File: src/rtl/switch_pulse_gen_if.sv
// Switch-side signal bundle for switch_pulse_gen: raw button in, debounced level and strobes out.
// The slave modport is the generator's view; the master modport is the view of whoever drives the button.
interface switch_pulse_gen_if;
   logic i_Switch;
   logic o_Switch;
   logic o_Press_Pulse;
   logic o_Release_Pulse;
   logic o_Step_Pulse;

   modport slave (
      input  i_Switch,
      output o_Switch,
      output o_Press_Pulse,
      output o_Release_Pulse,
      output o_Step_Pulse
   );

   modport master (
      output i_Switch,
      input  o_Switch,
      input  o_Press_Pulse,
      input  o_Release_Pulse,
      input  o_Step_Pulse
   );
endinterface

File: src/rtl/switch_pulse_gen.sv
// Push-button conditioner: 2-flop synchronizer, debouncer, press/release/step strobes.
// Define SWITCH_AUTO_REPEAT_EN to build in the hold-to-repeat FSM that adds extra step pulses.
module switch_pulse_gen #(
   parameter int DEBOUNCE_LIMIT = 250000,
   parameter int REPEAT_DELAY   = 12500000,
   parameter int REPEAT_PERIOD  = 2500000
) (
   input logic              i_Clk,
   input logic              i_Rst_L,
   switch_pulse_gen_if.slave io_Sw
);

   localparam int DB_W = $clog2(DEBOUNCE_LIMIT + 1);
   localparam logic [DB_W-1:0] DB_LAST = DB_W'(DEBOUNCE_LIMIT - 1);

   if (DEBOUNCE_LIMIT < 2 || REPEAT_DELAY < 2 || REPEAT_PERIOD < 2) begin : g_bad_params
      $error("switch_pulse_gen: DEBOUNCE_LIMIT, REPEAT_DELAY and REPEAT_PERIOD must all be 2 or more");
   end

   logic            r_Sync1;
   logic            r_Sync2;
   logic            r_Switch;
   logic            r_Press;
   logic            r_Release;
   logic            r_Step;
   logic [DB_W-1:0] r_Db_Count;

   logic w_Differ;
   logic w_Toggle;
   logic w_Switch_Next;
   logic w_Press_Next;
   logic w_Release_Next;
   logic w_Repeat;

   // All strobes are decided at the same edge that flips the debounced level, so they line up with it.
   assign w_Differ       = (r_Sync2 != r_Switch);
   assign w_Toggle       = w_Differ && (r_Db_Count == DB_LAST);
   assign w_Switch_Next  = r_Switch ^ w_Toggle;
   assign w_Press_Next   = w_Toggle && !r_Switch;
   assign w_Release_Next = w_Toggle && r_Switch;

   always_ff @(posedge i_Clk) begin
      if (!i_Rst_L) begin
         r_Sync1    <= 1'b0;
         r_Sync2    <= 1'b0;
         r_Switch   <= 1'b0;
         r_Press    <= 1'b0;
         r_Release  <= 1'b0;
         r_Step     <= 1'b0;
         r_Db_Count <= '0;
      end else begin
         r_Sync1   <= io_Sw.i_Switch;
         r_Sync2   <= r_Sync1;
         r_Switch  <= w_Switch_Next;
         r_Press   <= w_Press_Next;
         r_Release <= w_Release_Next;
         r_Step    <= w_Press_Next || w_Repeat;
         if (!w_Differ || w_Toggle) begin
            r_Db_Count <= '0;
         end else begin
            r_Db_Count <= r_Db_Count + 1'b1;
         end
      end
   end

`ifdef SWITCH_AUTO_REPEAT_EN
   localparam int TMR_MAX = (REPEAT_DELAY > REPEAT_PERIOD) ? REPEAT_DELAY : REPEAT_PERIOD;
   localparam int TMR_W   = $clog2(TMR_MAX + 1);

   typedef enum logic [1:0] {
      IDLE,
      DELAY,
      REPEAT
   } repeat_state_t;

   repeat_state_t    r_State;
   repeat_state_t    w_State_Next;
   logic [TMR_W-1:0] r_Timer;
   logic [TMR_W-1:0] w_Timer_Next;

   always_ff @(posedge i_Clk) begin
      if (!i_Rst_L) begin
         r_State <= IDLE;
         r_Timer <= '0;
      end else begin
         r_State <= w_State_Next;
         r_Timer <= w_Timer_Next;
      end
   end

   // The timer counts down to zero; reloading on the pulse edge keeps repeats drift-free.
   // DELAY loads two short because the load edge is already one cycle past the press pulse.
   // Checking w_Switch_Next first lets a release beat a repeat falling due on the same edge.
   always_comb begin
      w_State_Next = r_State;
      w_Timer_Next = r_Timer;
      w_Repeat     = 1'b0;
      case (r_State)
         IDLE: begin
            if (r_Press) begin
               w_State_Next = DELAY;
               w_Timer_Next = TMR_W'(REPEAT_DELAY - 2);
            end
         end
         DELAY, REPEAT: begin
            if (!w_Switch_Next) begin
               w_State_Next = IDLE;
               w_Timer_Next = '0;
            end else if (r_Timer == '0) begin
               w_State_Next = REPEAT;
               w_Timer_Next = TMR_W'(REPEAT_PERIOD - 1);
               w_Repeat     = 1'b1;
            end else begin
               w_Timer_Next = r_Timer - 1'b1;
            end
         end
         default: begin
            w_State_Next = IDLE;
            w_Timer_Next = '0;
         end
      endcase
   end
`else
   assign w_Repeat = 1'b0;
`endif

   assign io_Sw.o_Switch        = r_Switch;
   assign io_Sw.o_Press_Pulse   = r_Press;
   assign io_Sw.o_Release_Pulse = r_Release;
   assign io_Sw.o_Step_Pulse    = r_Step;

endmodule
File: src/flat_wrapper.sv
// flat-port wrapper written by rule: the top's interface ports become plain ports
module switch_pulse_gen_flat 
#(
   parameter int DEBOUNCE_LIMIT = 250000,
   parameter int REPEAT_DELAY   = 12500000,
   parameter int REPEAT_PERIOD  = 2500000
)
  (i_Clk, i_Rst_L, io_Sw_i_Switch, io_Sw_o_Switch, io_Sw_o_Press_Pulse, io_Sw_o_Release_Pulse, io_Sw_o_Step_Pulse);
  switch_pulse_gen_if io_Sw_i ();
  input logic i_Clk;
  input logic i_Rst_L;
  input wire logic [$bits(io_Sw_i.i_Switch)-1:0] io_Sw_i_Switch;
  output wire logic [$bits(io_Sw_i.o_Switch)-1:0] io_Sw_o_Switch;
  output wire logic [$bits(io_Sw_i.o_Press_Pulse)-1:0] io_Sw_o_Press_Pulse;
  output wire logic [$bits(io_Sw_i.o_Release_Pulse)-1:0] io_Sw_o_Release_Pulse;
  output wire logic [$bits(io_Sw_i.o_Step_Pulse)-1:0] io_Sw_o_Step_Pulse;
  assign io_Sw_i.i_Switch = io_Sw_i_Switch;
  assign io_Sw_o_Switch = io_Sw_i.o_Switch;
  assign io_Sw_o_Press_Pulse = io_Sw_i.o_Press_Pulse;
  assign io_Sw_o_Release_Pulse = io_Sw_i.o_Release_Pulse;
  assign io_Sw_o_Step_Pulse = io_Sw_i.o_Step_Pulse;
  switch_pulse_gen #(.DEBOUNCE_LIMIT(DEBOUNCE_LIMIT), .REPEAT_DELAY(REPEAT_DELAY), .REPEAT_PERIOD(REPEAT_PERIOD)) u_core (.i_Clk(i_Clk), .i_Rst_L(i_Rst_L), .io_Sw(io_Sw_i));
endmodule
File: config.mk
export PLATFORM = sky130hd
export DESIGN_NAME = switch_pulse_gen_flat
export DESIGN_NICKNAME = d
export VERILOG_FILES = /design/src/rtl/switch_pulse_gen_if.sv /design/src/rtl/switch_pulse_gen.sv /design/src/flat_wrapper.sv
export SDC_FILE = /design/constraint.sdc
export NUM_CORES = 1
export LEC_CHECK = 0
export ABC_AREA = 1
export ABC_CLOCK_PERIOD_IN_PS = 3300
export BUFFER_PORTS_ARGS = -buffer_cell sky130_fd_sc_hd__buf_2
export CAP_MARGIN = 15
export CORE_MARGIN = 3
export CORE_UTILIZATION = 50
export DETAILED_ROUTE_END_ITERATION = 7
export PLACE_DENSITY = 0.68
export SETUP_SLACK_MARGIN = 0.3
export SLEW_MARGIN = 15
export SYNTH_ARGS = -nofsm -noshare
export SYNTH_HDL_FRONTEND = slang
export SYNTH_SLANG_ARGS = --single-unit
File: constraint.sdc
create_clock -name i_Clk -period 3.3 [get_ports i_Clk]
set_input_delay 0.99 -clock i_Clk [delete_from_list [all_inputs] [get_ports i_Clk]]
set_output_delay 0.99 -clock i_Clk [all_outputs]
set_load 0.03 [all_outputs]
==> qor.txt, run 1 <==
CP endpoint kind = output port
final worst clock skew = 2.88 ps
Final Util = 58.8%
Yosys top cell by area = dfxtp_1
Post-Syn Nets = 162
CTS Buf Count = 3
Post-CTS Setup Inserts = 0
crit path kind = reg2out
WP buf/inv = 1
Simple-Gate Fraction of Synth Area = 40.3%
Req. time, crit path = 2310 ps
post-cts hold buffer count = 0
post-CTS resize count = 0
die width = 54.2 um
vias per cell = 4.64
H-tree levels = 1
largest net degree at the start of global routing = 19
Clk Latency, worst-skew pair = 310 ps
design area = 1220 um^2
Pleak = 0.438 nW
drt drc = 0
dominant cells by area after synthesis = dfxtp_1 (40%), nand2_1 (11%), nor2_1 (9.7%)
commonest non-fill, non-tap cell in the layout = nand2_1
R2R cell count = 6
first-pass GRT wire length = 3390 um
synth-to-layout area growth = 5.50%
CTS root buf = clkbuf_4
Yosys top cell area share = 39.7%
compound-cell area share of the yosys netlist = 1.29%
number of I/O pins = 7
Worst R2R End = u_core.r_Db_Count[15]$_SDFF_PP0_
DP HPWL = 1520 um
routed via count = 895
area of the multi-input gates = 601 um^2
WL/cell = 10.6 um
fin crit period = 1970 ps
Ant. Diodes = 0
GRT overflow = 0
Reg clk slew, reported paths = 130 ps
sequential fraction of the synthesis area = 39.7%
Slew @ Worst Pin = 303 ps
Largest stage delay, worst path = 430 ps
synthesized instance count = 158
DRT Wirelength = 2050 um
Synth Area in Adders = 1.08%
final worst path period share = 59.6%
Final Hold Viols = 0
Max clock buf depth = 2
Total Routing Usage GR = 15.9%
die footprint = 2930 um^2
Synth Register Bits = 23
combinational family with the most area after synthesis = simple AND/OR/NAND/NOR gates
Final nets = 171
WP data arrival = 980 ps
setup TNS = 0 ps
Slew headroom = 79.8%
# rows = 16
unrepaired setup endpoints after global routing = false
vias in the first global route = 856
crit-path cells = buf_2
reg-to-reg startpoint = u_core.r_Db_Count[0]$_SDFF_PP0_
max cap viols = 0
CP max stage cell = dfxtp_1
Crit Path Max Fanout = 5
Iter 0 DRT Violations = 12
Peak VDD IR = 259 uV
status = complete, no violations
Power Total = 0.420 mW
CTS tree = built
placed cell area = 1200 um^2
Critical Path Source Type = register
antenna violations before repair = 0
share of layout cells above drive strength 1 = 16.9%
Cell Area, Synth = 1160 um^2
fraction of synthesized area in multiplexers = 0%
initial core utilization = 55.7%
crit-path leading delay family = flip-flops
yosys warns = 0
number of fill cells = 215
final setup fails = 0
FF-to-FF setup slack = 1840 ps
most frequent cells in the layout = nand2_1 (34), nor2_1 (30), dfxtp_1 (23)
Placed Instances = 189
Stages on worst setup path = 1
ANT nets after route = 0
DRT Pass-1 Iters = 4
placeable core area = 2080 um^2
Post-Layout Cell Count = 193
Synth Area per Inst = 7.34 um^2
Slew Limit Fails = 0
post-synthesis xor/xnor area fraction = 9.06%
CP Capture Point = io_Sw_o_Switch
Placer Congestion = 0.773
Yosys cell types = 19
Hold Crit Class = reg2reg
die height = 54.2 um
IO Port Bufs = 6
PwrDens = 343 nW/um^2
Highest Clock Rate = 0.509 GHz
TritonCTS Sinks = 23
Reg area = 460 um^2
==> worst min-delay path by stage <==
| stage | startpoint | end | slack, ps | depth (start not counted) |
|---|---|---|---|---|
| after floorplan | u_core.r_Sync1$_SDFF_PN0_ | u_core.r_Sync2$_SDFF_PN0_ | 390 | 2 |
| after global placement | u_core.r_Sync1$_SDFF_PN0_ | u_core.r_Sync2$_SDFF_PN0_ | 420 | 2 |
| after detailed placement | u_core.r_Sync1$_SDFF_PN0_ | u_core.r_Sync2$_SDFF_PN0_ | 410 | 2 |
| after CTS | u_core.r_Sync1$_SDFF_PN0_ | u_core.r_Sync2$_SDFF_PN0_ | 440 | 2 |
| after global routing | u_core.r_Sync1$_SDFF_PN0_ | u_core.r_Sync2$_SDFF_PN0_ | 490 | 2 |
| final | u_core.r_Sync1$_SDFF_PN0_ | u_core.r_Sync2$_SDFF_PN0_ | 440 | 2 |
==> metal layers <==
| layer | up-vias | GRT usage (%) | routed length (um) |
|---|---|---|---|
| met5 | - | 0 | 0 |
| met4 | 0 | 7.88 | 29 |
| met3 | 4 | 2.49 | 33 |
| met2 | 6 | 26.5 | 937 |
| met1 | 384 | 19.5 | 1050 |
| li1 | 501 | - | - |
==> cell usage after synthesis <==
cell / count
nor3_1: 1
xnor2_1: 4
inv_1: 19
nor2_2: 13
nand3_2: 2
dfxtp_1: 23
nand3_1: 12
nand4_1: 3
nand3b_1: 1
nand2_2: 1
nand2_1: 34
ha_1: 1
buf_12: 1
o21bai_1: 2
nor2_1: 30
nor2_4: 1
nand3_4: 1
buf_4: 1
xor2_1: 8
==> worst min-delay path: stages, from the launching register on <==
cell and delay [ps]:
dfxtp_1 320, nand2_1 60, inv_1 30
==> logic make-up (layout without fill, tap and decap cells) <==
group,Yosys count,count (layout)
AND/OR/NAND/NOR,99,99
flip-flops,23,23
buffers and inverters,21,29
XOR/XNOR,12,12
AO/OA/AOI/OAI,2,2
adder cells (fa/ha/maj),1,1
==> cell type report <==
class	count	area share (%)
multi-input combinational	114	49.1
sequential	23	37.6
inverter	19	5.83
tap	27	2.76
timing repair buffer	6	2.45
clock buffer	3	1.84
clock inverter	1	0.409
==> flip-flops by register name, summed over array words and instances (netlist names), named ones only <==
register,flops
u_core.r_Sync2,1
u_core.io_Sw.o_Press_Pulse,1
u_core.io_Sw.o_Release_Pulse,1
u_core.r_Db_Count,18
u_core.r_Sync1,1
==> power by group <==
part	switching, mW	internal [mW]	total (mW)
sequential	0.000903	0.279	0.280
clock	0.0871	0.0453	0.132
combinational	0.00500	0.00234	0.00734
==> per-stage QoR <==
step	setup slack, ps	hold WS (ps)
after floorplan	1610	390
after global placement	1680	416
after detailed placement	1640	412
after CTS	1320	439
after global routing	1290	490
final	1330	436
Power figures use the tool's default switching activity.
==> run 2: changes to the inputs <==
--- a/config.mk
+++ b/config.mk
@@ -5,14 +5,14 @@
 export SDC_FILE = /design/constraint.sdc
 export NUM_CORES = 1
 export LEC_CHECK = 0
-export ABC_AREA = 1
-export ABC_CLOCK_PERIOD_IN_PS = 3300
+export ABC_AREA = 0
+export ABC_CLOCK_PERIOD_IN_PS = 1800
 export BUFFER_PORTS_ARGS = -buffer_cell sky130_fd_sc_hd__buf_2
 export CAP_MARGIN = 15
 export CORE_MARGIN = 3
 export CORE_UTILIZATION = 50
 export DETAILED_ROUTE_END_ITERATION = 7
-export PLACE_DENSITY = 0.68
+export PLACE_DENSITY = 0.71
 export SETUP_SLACK_MARGIN = 0.3
 export SLEW_MARGIN = 15
 export SYNTH_ARGS = -nofsm -noshare
==> constraint.sdc (replaced) <==
create_clock -name i_Clk -period 1.8 [get_ports i_Clk]
set_input_delay 0.54 -clock i_Clk [delete_from_list [all_inputs] [get_ports i_Clk]]
set_output_delay 0.54 -clock i_Clk [all_outputs]
set_load 0.03 [all_outputs]
==> qor.txt, run 2 <==
WP data arrival = 1890 ps (+910 ps)
largest net degree at the start of global routing = 19 (unchanged)
Worst Hold Path EP = u_core.r_Sync1$_SDFF_PN0_
Highest Clock Rate = 0.596 GHz
drt drc = 0 (unchanged)
CP endpoint kind = register
post-cts hold buffer count = 0 (unchanged)
H-tree levels = 1 (unchanged)
hold path depth = 2 (unchanged)
Top reg by flops = u_core.r_Db_Count
Slew headroom = 78.1% (-1.8 points)
Final Hold Viols = 0 (unchanged)
placed cell area = 1160 um^2 (-3.2%)
Async SR Flop Fraction = 0% (unchanged)
dominant cells by area after synthesis = dfxtp_1 (46%), xnor2_1 (10%), nor2_1 (7.5%)
Hold Crit Class = in2reg
WL/cell = 13.9 um (+31%)
fin crit period = 1680 ps
Reg clk slew, reported paths = 120 ps (about the same)
vias per cell = 5.53 (+19%)
Worst R2R End = u_core.r_Db_Count[16]$_SDFF_PP0_
routed via count = 835 (-6.7%)
Power Total = 0.754 mW (+80%)
Post-Layout Cell Count = 151 (-22%)
die footprint = 2590 um^2 (-12%)
Req. time, crit path = 2010 ps (-300 ps)
final worst path period share = 93.3%
Final nets = 131 (-23%)
FF-to-FF setup slack = 120 ps (-1720 ps)
number of I/O pins = 7 (unchanged)
status = complete, no violations
reg-to-reg startpoint = u_core.r_Db_Count[11]$_SDFF_PP0_
crit-path leading delay family = simple AND/OR/NAND/NOR gates
crit path kind = reg2reg
Crit Path Max Fanout = 9 (+4)
max FFs per register = 18 (unchanged)
Placer Congestion = 0.793 (+2.5%)
PwrDens = 583 nW/um^2 (+70%)
initial core utilization = 55.3% (-0.38 points)
synthesized instance count = 109 (-31%)
vias in the first global route = 734 (-14%)
number of fill cells = 147 (-32%)
CTS Buf Count = 3 (unchanged)
Slew @ Worst Pin = 326 ps (+23.4 ps)
Yosys top cell by area = dfxtp_1
die height = 50.9 um (-6.1%)
max cap viols = 0 (unchanged)
design area = 1290 um^2 (+5.6%)
IO Port Bufs = 6 (unchanged)
Largest stage delay, worst path = 400 ps (-30 ps)
die width = 50.9 um (-6.1%)
Synth Area per Inst = 9.24 um^2 (+26%)
GRT overflow = 0 (unchanged)
main flop type after synthesis = dfxtp_1
WP buf/inv = 1 (unchanged)
HP Start = io_Sw_i_Switch
Post-synth top cells = dfxtp_1 (23), nor2_1 (20), xnor2_1 (12), inv_1 (5), nor4_1 (5)
Clk Latency, worst-skew pair = 310 ps (about the same)
final worst clock skew = 1.40 ps (-1.48 ps)
final setup fails = 0 (unchanged)
Critical Path Source Type = register
CTS tree = built
dpl ws = 69.8 ps (-1570 ps)
first-pass GRT wire length = 3420 um (+0.82%)
Slew Limit Fails = 0 (unchanged)
TritonCTS Sinks = 23 (unchanged)
Peak VDD IR = 429 uV (+65%)
most frequent cells in the layout = nor2_1 (20), xnor2_1 (12), dfxtp_1 (8), dfxtp_4 (8)
DRT Pass-1 Iters = 4 (unchanged)
hold slack = 431 ps (-5.21 ps)
antenna violations before repair = 0 (unchanged)
sequential fraction of the synthesis area = 45.7% (+6.0 points)
Final Util = 71.0% (+12 points)
# rows = 15 (-1)
EDFF count, synth = 0 (unchanged)
Placed Instances = 140 (-26%)
Post-Syn Nets = 113 (-30%)
commonest non-fill, non-tap cell in the layout = nor2_1
share of layout cells above drive strength 1 = 37.3% (+20 points)
Iter 0 DRT Violations = 36 (+24)
Pleak = 0.423 nW (-3.5%)
Synth Register Bits = 23 (unchanged)
DP HPWL = 1350 um (-11%)
CTS root buf = clkbuf_4
CP max stage cell = or3_4
Max clock buf depth = 2 (unchanged)
synth-to-layout area growth = 28.3%
Total Routing Usage GR = 17.9% (+2.0 points)
unrepaired setup endpoints after global routing = true
setup TNS = 0 ps (unchanged)
Ant. Diodes = 0 (unchanged)
DRT Wirelength = 2100 um (+2.6%)
Yosys top cell area share = 45.7% (+6.0 points)
Yosys cell types = 29 (+10)
R2R cell count = 5 (-1)
placeable core area = 1820 um^2 (-13%)
crit-path cells = or3b_4 -> or3_4 -> o21ai_4 -> clkbuf_16 -> a21oi_1
yosys warns = 0 (unchanged)
ANT nets after route = 0 (unchanged)
Cell Area, Synth = 1010 um^2 (-13%)
Final Worst Setup Slack = 121 ps (-1210 ps)
top-count cell post-synth = dfxtp_1
## run 2: cell types whose count changed after synthesis, moves of 3 or more
cell,before,now
xor2_1,8,2
nand3_1,12,4
nand2_1,34,4
xnor2_1,4,12
nor4_1,0,5
nor2_2,13,0
nor2_1,30,20
inv_1,19,5
or3_1,0,3
## run 2: worst max-delay path by stage
| stage | start | to | slack [ps] | cells after the start |
|---|---|---|---|---|
| global route | u_core.r_Db_Count[17]$_SDFF_PP0_ | register | 70 | 4 |
| floorplan | u_core.r_Db_Count[13]$_SDFF_PP0_ | u_core.r_Db_Count[13]$_SDFF_PP0_ | 160 | 5 |
| detailed placement | u_core.r_Db_Count[8]$_SDFF_PP0_ | u_core.io_Sw.o_Press_Pulse$_SDFF_PN0_ | 70 | 4 |
| global placement | u_core.r_Db_Count[1]$_SDFF_PP0_ | u_core.r_Db_Count[16]$_SDFF_PP0_ | 180 | 5 |
| CTS | u_core.r_Db_Count[11]$_SDFF_PP0_ | register | 160 | 4 |
| finish | u_core.r_Db_Count[11]$_SDFF_PP0_ | u_core.r_Db_Count[16]$_SDFF_PP0_ | 120 | 5 |
## run 2: what timing repair did
| item | in CTS | in global routing |
|---|---|---|
| gates resized for setup | 8 | 3 |
| gates cloned | 0 | 1 |
| setup endpoints to repair | 21 | 22 |
| hold endpoints to repair | 0 | 0 |
| buffers inserted | 6 | 0 |
| pin swaps | 2 | 1 |
## run 2: cells by family after synthesis
family                     share of synthesized area [%]
and+or+nand+nor                                     31.3
DFF                                                 45.7
xor gates and xnor gates                            12.2
AOI/OAI and AO/OA                                   6.21
buffers and inverters                               3.35
adders and majority gates                           1.24
## run 2: power breakdown
part           internal (mW)  switching [mW]  total, mW
registers              0.500         0.00223      0.502
clock network         0.0830           0.151      0.234
logic                0.00976         0.00797     0.0177
total                  0.593           0.161      0.754
## run 2: area by class of cell
cell class | count | area (um^2) | area share (%)
repair buffers | 15 | 130 | 10.1
multi-input cells | 79 | 586 | 45.3
well taps | 25 | 31.3 | 2.42
clock inverters | 1 | 5.00 | 0.387
inverters | 5 | 18.8 | 1.45
clock buffers | 3 | 22.5 | 1.74
flip-flops and latches | 23 | 499 | 38.6
## run 2: per-layer routing
| layer | GRT usage [%] | up-vias | share of wire, % |
|---|---|---|---|
| met5 | 0 | - | 0 |
| met4 | 8.07 | 0 | 1.6 |
| met2 | 27.2 | 18 | 50 |
| met1 | 24.4 | 402 | 45 |
| li1 | - | 410 | - |
| met3 | 3.50 | 5 | 3.7 |
==> run 3: changes to the inputs <==
--- a/config.mk
+++ b/config.mk
@@ -7,13 +7,13 @@
 export LEC_CHECK = 0
 export ABC_AREA = 0
 export ABC_CLOCK_PERIOD_IN_PS = 1800
-export BUFFER_PORTS_ARGS = -buffer_cell sky130_fd_sc_hd__buf_2
+export BUFFER_PORTS_ARGS = -buffer_cell sky130_fd_sc_hd__buf_4
 export CAP_MARGIN = 15
 export CORE_MARGIN = 3
 export CORE_UTILIZATION = 50
 export DETAILED_ROUTE_END_ITERATION = 7
 export PLACE_DENSITY = 0.71
-export SETUP_SLACK_MARGIN = 0.3
+export SETUP_SLACK_MARGIN = 0.5
 export SLEW_MARGIN = 15
 export SYNTH_ARGS = -nofsm -noshare
 export SYNTH_HDL_FRONTEND = slang
==> qor.txt, run 3 (synthesized netlist as in run 2, its figures left out) <==
Final Worst Setup Slack = 95.8 ps (-25.7 ps)
drt drc = 0 (unchanged)
TritonCTS Sinks = 23 (unchanged)
IO Port Bufs = 6 (unchanged)
CTS tree = built
vias in the first global route = 828 (+13%)
fin crit period = 1700 ps (+25.7 ps)
Placer Congestion = 0.783 (-1.2%)
ANT nets after route = 0 (unchanged)
status = complete, no violations
WL/cell = 13.3 um (-4.3%)
Hold Crit Class = in2reg
final worst clock skew = 6.78 ps (+5.39 ps)
Highest Clock Rate = 0.587 GHz (-1.5%)
largest net degree at the start of global routing = 14 (-5)
Max clock buf depth = 2 (unchanged)
Clk Latency, worst-skew pair = 310 ps (about the same)
design area = 1350 um^2 (+4.6%)
final setup fails = 0 (unchanged)
placed cell area = 1170 um^2 (+1.4%)
unrepaired setup endpoints after global routing = true
area of the multi-input gates = 607 um^2 (+3.6%)
Slew Limit Fails = 0 (unchanged)
CTS root buf = clkbuf_4
Peak VDD IR = 477 uV (+11%)
Final nets = 135 (+3.1%)
CTS Buf Count = 3 (unchanged)
setup TNS = 0 ps (unchanged)
GRT overflow = 0 (unchanged)
Crit Path Max Fanout = 3 (-6)
WP data arrival = 1950 ps (+60 ps)
Iter 0 DRT Violations = 15 (-58%)
Net Sw Frac = 21.6% (+0.18 points)
Clock Power Share = 31.1% (about the same)
crit path kind = reg2reg
placeable core area = 1820 um^2 (unchanged)
Pleak = 0.419 nW (-0.80%)
final worst path period share = 94.7% (+1.4 points)
synth-to-layout area growth = 34.3%
Req. time, crit path = 2050 ps (+40 ps)
initial core utilization = 55.3% (unchanged)
vias per cell = 5.40 (-2.3%)
first-pass GRT wire length = 3760 um (+9.9%)
die width = 50.9 um (unchanged)
Net Sw Power = 0.163 mW (+0.84%)
Slew @ Worst Pin = 402 ps (+75.8 ps)
dpl ws = 114 ps (+43.9 ps)
commonest non-fill, non-tap cell in the layout = buf_4
H-tree levels = 1 (unchanged)
Total Routing Usage GR = 19.8% (+1.9 points)
Reg clk slew, reported paths = 120 ps (about the same)
Internal = 0.591 mW (-0.23%)
CP endpoint kind = register
DRT Pass-1 Iters = 4 (unchanged)
DRT Wirelength = 2060 um (-1.8%)
Ant. Diodes = 0 (unchanged)
die footprint = 2590 um^2 (unchanged)
Reg power frac = 66.4% (-0.2 points)
post-cts hold buffer count = 0 (unchanged)
Slew headroom = 73.0% (-5.1 points)
Reg area = 503 um^2 (+0.75%)
number of I/O pins = 7 (unchanged)
max FFs per register = 18 (unchanged)
antenna violations before repair = 0 (unchanged)
Final Hold Viols = 0 (unchanged)
die height = 50.9 um (unchanged)
# rows = 15 (unchanged)
most frequent cells in the layout = buf_4 (13), xnor2_1 (12), nor2_2 (12)
number of fill cells = 135 (-8.2%)
share of layout cells above drive strength 1 = 49.2% (+12 points)
Critical Path Source Type = register
PwrDens = 557 nW/um^2 (-4.4%)
max cap viols = 0 (unchanged)
Comb pwr share = 2.5% (about the same)
DP HPWL = 1310 um (-2.9%)
Top reg by flops = u_core.r_Db_Count
routed via count = 837 (+0.24%)
run 3: changes by cell type in the layout (fill, tap and decap cells not counted), sizes merged:
cell    before  now
buf         13   19
clkbuf       5    3
run 3: power groups by stage:
stage / Combinational (mW) / Clock (mW) / Sequential, mW
after global routing: 0.0213 / 0.268 / 0.501
final: 0.0191 / 0.234 / 0.501
after CTS: 0.0178 / 0.244 / 0.501
after floorplan: 0.00831 / 0 / 0.518
after detailed placement: 0.0145 / 0 / 0.518
after global placement: 0.0144 / 0 / 0.518
run 3: final timing paths:
kind / start / to / slack (ps) / cells past startpoint
max: u_core.r_Db_Count[13]$_SDFF_PP0_ / register / 100 / 4
min: io_Sw_i_Switch / u_core.r_Sync1$_SDFF_PN0_ / 430 / 2
max reg2reg: u_core.r_Db_Count[13]$_SDFF_PP0_ / register / 100 / 4
min reg2reg: u_core.r_Sync1$_SDFF_PN0_ / u_core.r_Sync2$_SDFF_PN0_ / 460 / 1
run 3: repair_timing:
item                                    4_1_cts  5_1_grt
buffers inserted                              9        0
pin swaps                                    12        0
cloned                                        1        0
endpoints found under the setup margin       25       25
resized for setup                            19       10
run 3: metrics by stage:
stage	util, %	std cells	hold slack, ps	power (mW)
2_1_floorplan	-	109	412	0.526
3_3_place_gp	64.5	141	423	0.532
3_5_place_dp	64.5	141	437	0.533
4_1_cts	72.9	155	428	0.763
5_1_grt	74.3	155	436	0.790
6_report	74.3	155	431	0.754
run 3: final cells by class:
type                       instances  area share (%)
inverter                           5            1.39
tap                               25            2.31
timing repair buffer              19            12.2
clock buffer                       3            1.67
sequential                        23            37.2
clock inverter                     1           0.370
multi-input combinational         79            44.9
run 3: routing by layer:
metal | up-vias | routed length, um | global-route usage, %
met2 | 22 | 1090 | 35.7
li1 | 418 | - | -
met5 | - | 0 | 0
met1 | 390 | 829 | 21.8
met3 | 7 | 99 | 6.12
met4 | 0 | 43 | 6.73
run 3: worst max-delay path, cell delays in order, from the launching register on:
cell and delay [ps]:
dfxtp_2 350, or3b_1 380, or3_4 400, or3_4 340, a21boi_2 160
